<file path="src/rtl/lfsr_arbiter.sv">
// lfsr_arbiter: one 16-bit Galois LFSR whose words are handed out one at a time
// to NUM_REQ requesters. A round-robin arbiter picks the requester.
// The block has a warm-up phase, accepts a new seed, and recovers if the LFSR ever reaches zero.
module lfsr_arbiter #(
    parameter int unsigned NUM_REQ = 4,
    parameter logic [15:0] SEED    = 16'h4575,
    parameter int unsigned WARMUP  = 16
) (
    input  logic               clk_in,
    input  logic               rst_n_in,
    input  logic               enable_in,
    input  logic               seed_valid_in,
    input  logic [15:0]        seed_in,
    input  logic [NUM_REQ-1:0] req_in,
    output logic [NUM_REQ-1:0] grant_out,
    output logic               valid_out,
    output logic [15:0]        data_out,
    output logic               busy_out,
    output logic [15:0]        served_out
);

    localparam int unsigned LFSR_W    = 16;
    localparam int unsigned CNT_W     = 16;
    localparam int unsigned PTR_W     = $clog2(NUM_REQ);
    localparam logic [LFSR_W-1:0] TAPS = 16'h8005;
    localparam logic [CNT_W-1:0] WARM_LAST = (WARMUP == 0) ? CNT_W'(0) : CNT_W'(WARMUP - 1);

    typedef enum logic {
        ST_WARMUP = 1'b0,
        ST_SERVE  = 1'b1
    } state_e;

    // A seed load or a reset goes straight to SERVE when no warm-up is configured
    localparam state_e ST_INIT = (WARMUP == 0) ? ST_SERVE : ST_WARMUP;

    state_e              state_q, state_d;
    logic [LFSR_W-1:0]   lfsr_q, lfsr_d;
    logic [CNT_W-1:0]    cnt_q, cnt_d;
    logic [PTR_W-1:0]    ptr_q, ptr_d;
    logic [NUM_REQ-1:0]  grant_q, grant_d;
    logic                valid_q, valid_d;
    logic [LFSR_W-1:0]   data_q, data_d;
    logic                busy_q, busy_d;
    logic [15:0]         served_q, served_d;

    logic                win_found_c;
    logic [PTR_W-1:0]    win_idx_c;
    logic [PTR_W-1:0]    cand_c;

    // One Galois step: shift left and fold bit 15 back into taps 15, 2 and 0
    function automatic logic [LFSR_W-1:0] lfsr_step(input logic [LFSR_W-1:0] q);
        lfsr_step = {q[14:0], 1'b0} ^ (q[15] ? TAPS : LFSR_W'(0));
    endfunction

    // Round-robin search: the first active request at or after the pointer wins
    always_comb begin
        win_found_c = 1'b0;
        win_idx_c   = '0;
        cand_c      = '0;
        for (int unsigned i = 0; i < NUM_REQ; i++) begin
            cand_c = PTR_W'((32'(ptr_q) + i) % NUM_REQ);
            if (!win_found_c && req_in[cand_c]) begin
                win_found_c = 1'b1;
                win_idx_c   = cand_c;
            end
        end
    end

    // Next-state logic. Order of priority: seed load, zero lock-up recovery, then a normal enabled step.
    always_comb begin
        state_d  = state_q;
        lfsr_d   = lfsr_q;
        cnt_d    = cnt_q;
        ptr_d    = ptr_q;
        grant_d  = '0;
        valid_d  = 1'b0;
        data_d   = data_q;
        served_d = served_q;

        if (seed_valid_in) begin
            lfsr_d  = (seed_in == '0) ? SEED : seed_in;
            cnt_d   = '0;
            state_d = ST_INIT;
        end else if (lfsr_q == '0) begin
            lfsr_d = SEED;
        end else if (enable_in) begin
            lfsr_d = lfsr_step(lfsr_q);
            case (state_q)
                ST_WARMUP: begin
                    cnt_d = cnt_q + CNT_W'(1);
                    if (cnt_q == WARM_LAST) begin
                        state_d = ST_SERVE;
                    end
                end
                ST_SERVE: begin
                    if (win_found_c) begin
                        grant_d  = NUM_REQ'(1) << win_idx_c;
                        valid_d  = 1'b1;
                        data_d   = lfsr_q;
                        served_d = served_q + 16'd1;
                        ptr_d    = (win_idx_c == PTR_W'(NUM_REQ - 1)) ? '0 : win_idx_c + PTR_W'(1);
                    end
                end
                default: state_d = ST_INIT;
            endcase
        end

        busy_d = (state_d == ST_WARMUP);
    end

    // State and output registers
    always_ff @(posedge clk_in or negedge rst_n_in) begin
        if (!rst_n_in) begin
            state_q  <= ST_INIT;
            lfsr_q   <= SEED;
            cnt_q    <= '0;
            ptr_q    <= '0;
            grant_q  <= '0;
            valid_q  <= 1'b0;
            data_q   <= '0;
            busy_q   <= (ST_INIT == ST_WARMUP);
            served_q <= '0;
        end else begin
            state_q  <= state_d;
            lfsr_q   <= lfsr_d;
            cnt_q    <= cnt_d;
            ptr_q    <= ptr_d;
            grant_q  <= grant_d;
            valid_q  <= valid_d;
            data_q   <= data_d;
            busy_q   <= busy_d;
            served_q <= served_d;
        end
    end

    assign grant_out  = grant_q;
    assign valid_out  = valid_q;
    assign data_out   = data_q;
    assign busy_out   = busy_q;
    assign served_out = served_q;

endmodule

</file>
<file path="config.mk">
export PLATFORM = sky130hd
export DESIGN_NAME = lfsr_arbiter
export DESIGN_NICKNAME = d
export VERILOG_FILES = /design/src/rtl/lfsr_arbiter.sv
export SDC_FILE = /design/constraint.sdc
export NUM_CORES = 1
export LEC_CHECK = 0
export ABC_AREA = 1
export BUFFER_PORTS_ARGS = -buffer_cell sky130_fd_sc_hd__buf_4
export CAP_MARGIN = 20
export CORE_MARGIN = 3
export CORE_UTILIZATION = 35
export DETAILED_ROUTE_END_ITERATION = 10
export GPL_TIMING_DRIVEN = 0
export HOLD_SLACK_MARGIN = 0.1
export SETUP_SLACK_MARGIN = 0.4
export SYNTH_ARGS = -nofsm -noshare
export SYNTH_HDL_FRONTEND = slang
export SYNTH_SLANG_ARGS = --single-unit
</file>
<file path="constraint.sdc">
create_clock -name clk_in -period 2.4 [get_ports clk_in]
set_clock_uncertainty 0.05 [all_clocks]
set_input_delay 0.36 -clock clk_in [delete_from_list [all_inputs] [get_ports clk_in]]
set_output_delay 0.36 -clock clk_in [all_outputs]
set_load 0.02 [all_outputs]
</file>
Word level (Yosys, flattened, before mapping)

Index checks and enable logic that the tools add are counted.

$add $sub $neg: 6
Order comparisons: 4
Equality and inequality tests: 4
Shifts and indexed selects: 1
Mux-type cells: 41
Bitwise logic cells: 4
Reductions and logical operators: 12

Operators by type and width:

| cell                                                  | number |
|---|---|
| 2-to-1 mux 16 bit                                     | 9 |
| adder 16 x 1 -> 16 bit (second input constant)        | 2 |
| zero test 16 bit                                      | 2 |
| 2-to-1 mux 4 bit                                      | 5 |
| 2-to-1 mux 1 bit                                      | 18 |
| equality test 16 x 4 -> 1 bit (second input constant) | 1 |
| bitwise XOR 16 bit                                    | 1 |
| < comparator 2 x 3 -> 1 bit (second input constant)   | 4 |
| 2-to-1 mux 2 bit                                      | 5 |
| binary-select mux 1 bit (select 2 bit)                | 4 |
| AND reduction 5 bit                                   | 1 |
| adder 2 x 1 -> 2 bit (second input constant)          | 2 |
| adder 2 bit (second input constant)                   | 2 |
| != test 2 bit (second input constant)                 | 2 |
| left shift 1 x 2 -> 4 bit (first input constant)      | 1 |
| logical AND 1 bit                                     | 3 |
| zero test 1 bit                                       | 3 |
| NOT 1 bit                                             | 3 |
| AND reduction 3 bit                                   | 1 |
| nonzero test 3 bit                                    | 1 |
| equality test 2 bit (second input constant)           | 1 |
| nonzero test 2 bit                                    | 1 |

Register bits after elaboration: 73
Bits of input ports: 24
Output and inout bits: 38
Logic and storage cells: 81

Longest topological paths before layout

Depth after elaboration: 18
Depth in mapped cells: 13
Mapped depth without buffers: 13

Least setup slack after synthesis

OpenSTA, ideal clock, no wires.

Kind: register to register
Start point: register lfsr_q[14]
End point: register data_q[0] (netlist: data_out[0])
Library setup time: 117 ps
Arrival: 1700 ps
Required time: 2233 ps
Slack: 533 ps
Cell stages (with the launch flop): 11
Path buffers: 2
Clock period less this slack: 1867 ps
Path through: dfstp_2 -> inv_1 -> ha_1 -> nand4_1 -> nor2_1 -> a21oi_1 -> nand2_2 -> buf_6 -> buf_6 -> nand2_1 -> nand2_1

Cells in the longest elaborated chain, start to end: 3

Ends and longest elaborated chain:

| item                                 | line | text |
|---|---|---|
| start, declared                      | 37   | `logic [LFSR_W-1:0] lfsr_q, lfsr_d;` |
| start signal, assigned               | 125  | `lfsr_q <= lfsr_d;` |
| zero test 16 bit                     | 84   | `end else if (lfsr_q == '0) begin` |
| NOT 1 bit (no source line)           | n/a  |  |
| AND reduction 5 bit (no source line) | n/a  |  |
| end signal, assigned                 | 130  | `data_q <= data_d;` |
| end, declared                        | 42   | `logic [LFSR_W-1:0] data_q, data_d;` |

Every way passes these cells.
A chain may end at the register's enable or synchronous reset.

Final worst setup path

Ends and elaborated chain as after synthesis.

==> reports/results.txt <==
most frequent cells in the layout = nand2_1 (190), buf_4 (74), nand3_1 (70), dfrtp_1 (63), inv_1 (56)
CP max stage delay = 0.55 ns
commonest non-fill, non-tap cell in the layout = nand2_1
slowest CP cell = dfstp_2
total chip power = 0.00323 W
die width = 116 um
Inst Count DP = 789
crit path DAT = 2.09 ns
drt wl/cell = 13.3 um
TritonCTS clock tree = built
Fill cells = 1,141
post-synthesis simple-gate area fraction = 0.367
number of remaining DRC errors = 0
synth unique cells = 31
height of the die = 116 um
maximum vdd ir drop = 378 uV
share of cells above drive strength 1 = 0.221
Clock transition at path regs = 0.06 ns
worst skew pair latency = 0.33 ns
# IOs = 62
CP Cell Sequence = inv_1 > ha_1 > nand4_1 > nor2_4 > a21oi_4 > nand2_4 > buf_6 > clkbuf_16 > nand2_1 > nand2_1
routed via count = 4,066
H-tree Lvls = 3
Post-Synth Adder-Cell Area = 0.0208
final setup fails = 0
Total Neg Setup Slack = 0 ns
port bufs = 61
initial antenna violation count = 0
fmax = 0.519 GHz
RSZ-0062 raised after global routing = yes
CP dominant cell by count = nand2_1
row count = 39
Finished Layout Cells = 822
Mapped Cells = 585
Num CTS Buffers = 9
fin crit period = 1.93 ns
slew margin rel. = 0.391
cell area after synthesis = 4210 sq um
HP Class = input pin to async pin
clock buffer depth = 2
Final ANT Viol Nets = 0
Critical Path End Type = flop
mux share of post-synthesis cell area = 0
GRT Total Usage = 0.167
Hold Violations, Final = 0
syn_nets = 616
drt via density = 4.95
Syn-to-layout area delta = 29.3%
die area = 13,400 sq um
drt total wl = 10,900 um
Slew Limit Fails = 0
largest net degree at the start of global routing = 74
Seq cells post-synth = 73
max cap viols = 0
final core occ = 0.470
power per cell area = 594 nW/um^2
GR Overflow Total = 0
Initial Util = 0.364
synthesized area per cell = 7.19 sq um
synth warn = 0
Lkg Pwr = 2.75 nW
outcome = finished, final reports clean
Placer Congestion = 0.915
main combinational cell family by area after synthesis = simple AND/OR/NAND/NOR gates
data required time of the worst path = 2.57 ns
DRT iter0 DRCs = 249
first-pass GRT wire length = 18,000 um
period utilisation layout = 0.802
XOR/XNOR Fraction of Synth Area = 0.0291
Worst Hold Slack = 0.0975 ns
Nets = 705
clock root buffer = clkbuf_16
TritonCTS Sinks = 73
Startpoint Class = flop
CP Class = flop to flop
number of global-route vias before repair = 3,725
actual slew at the worst max-slew pin = 0.914 ns
DR pass1 iterations = 4
post-DP HPWL = 7920 um
Seq/Total Area, Yosys = 0.437
Worst Path Max Fanout = 8
Compound-Gate Fraction of Synth Area = 0.0663
core box area = 11,600 sq um
antenna fix cells = 0
## cell usage after synthesis, drive strengths merged
| master | number | share of area |
|---|---|---|
| nand3b | 2 | 0.0065 |
| o21bai | 1 | 0.0018 |
| xor2 | 11 | 0.023 |
| clkinv | 2 | 0.0018 |
| nor4 | 1 | 0.0015 |
| buf | 10 | 0.016 |
| nor2 | 42 | 0.039 |
| nand2 | 208 | 0.19 |
| a31o | 1 | 0.0021 |
| o22ai | 2 | 0.0030 |
| dfstp | 9 | 0.056 |
| inv | 60 | 0.054 |
| ha | 7 | 0.021 |
| nand4 | 17 | 0.025 |
| nor3 | 15 | 0.018 |
| nand3 | 73 | 0.088 |
| or2 | 1 | 0.0015 |
| clkbuf | 9 | 0.0080 |
| o21ai | 39 | 0.046 |
| dfrtp | 64 | 0.38 |
| o211ai | 6 | 0.011 |
| xnor2 | 3 | 0.0062 |
| a21oi | 2 | 0.0024 |
## logic make-up (layout without fill, tap and decap cells)
group / Yosys count / after routing
AND/OR/NAND/NOR: 359 / 359
buffers and inverters: 81 / 175
flip-flops: 73 / 73
AO/OA/AOI/OAI: 51 / 51
XOR/XNOR: 14 / 14
adder cells (fa/ha/maj): 7 / 7
## report_power, final
part / switching, W / internal, W
sequential: 0.0000540 / 0.00131
clock: 0.000487 / 0.000858
combinational: 0.000321 / 0.000207
## final cells by class
class                      instances  area, sq um  area share
buffer                            19          134      0.0246
tap                              143          179      0.0329
multi-input combinational        431         2130       0.391
sequential                        73         1840       0.338
inverter                          62          235      0.0432
timing repair buffer              78          623       0.115
clock buffer                      13          260      0.0478
clock inverter                     3         40.0     0.00736
## stage by stage
| stage | setup slack [ns] | area, sq um |
|---|---|---|
| 4_1_cts | 0.336 | 5180 |
| 5_1_grt | 0.339 | 5440 |
| 2_1_floorplan | 0.533 | 4210 |
| 6_report | 0.475 | 5440 |
| 3_3_place_gp | 0.130 | 4840 |
| 3_5_place_dp | 0.104 | 4840 |
## sequential cells by signal, summed over array words and instances, names as in the netlist
register	flops
cnt_q	16
data_out	16
lfsr_q	16
served_out	16
grant_out	4
ptr_q	2
busy_out	1
state_q	1
valid_out	1
## worst paths after layout
path	start	to	slack, ns	depth (start not counted)
setup / recovery	lfsr_q[14]	data_out[0]	0.47	10
hold / removal	rst_n_in	cnt_q[13]	0.1	1
setup reg to reg	lfsr_q[14]	data_out[0]	0.47	10
hold reg to reg	data_out[6]	data_out[6]	0.42	2
max in group asynchronous	rst_n_in	ptr_q[0]	1.53	1
min in group clk_in	seed_in[6]	lfsr_q[6]	0.24	3
## routing by layer
layer / global-route usage / vias to the layer above / routed length (um)
met3: 0.0324 / 10 / 536
met5: 0 / - / 0
met4: 0.0418 / 0 / 96
met2: 0.270 / 91 / 5190
li1: - / 2073 / -
met1: 0.231 / 1892 / 5120
## what timing repair did
item,4_1_cts,5_1_grt
hold buffers,0,0
endpoints found under the hold margin,0,0
gates resized for setup,13,46
cloned,0,1
pin swaps,0,12
setup buffers,2,14
endpoints found under the setup margin,54,62
## worst max-delay path: cells and delay by family, from the launching register on
kind / cells / cell delay (ns)
flops: 1 / 0.55
simple gates: 5 / 0.38
buf+inv: 3 / 0.33
compound gates: 1 / 0.30
fa+ha+maj: 1 / 0.18
No activity file was read; power rests on OpenSTA's default activity.
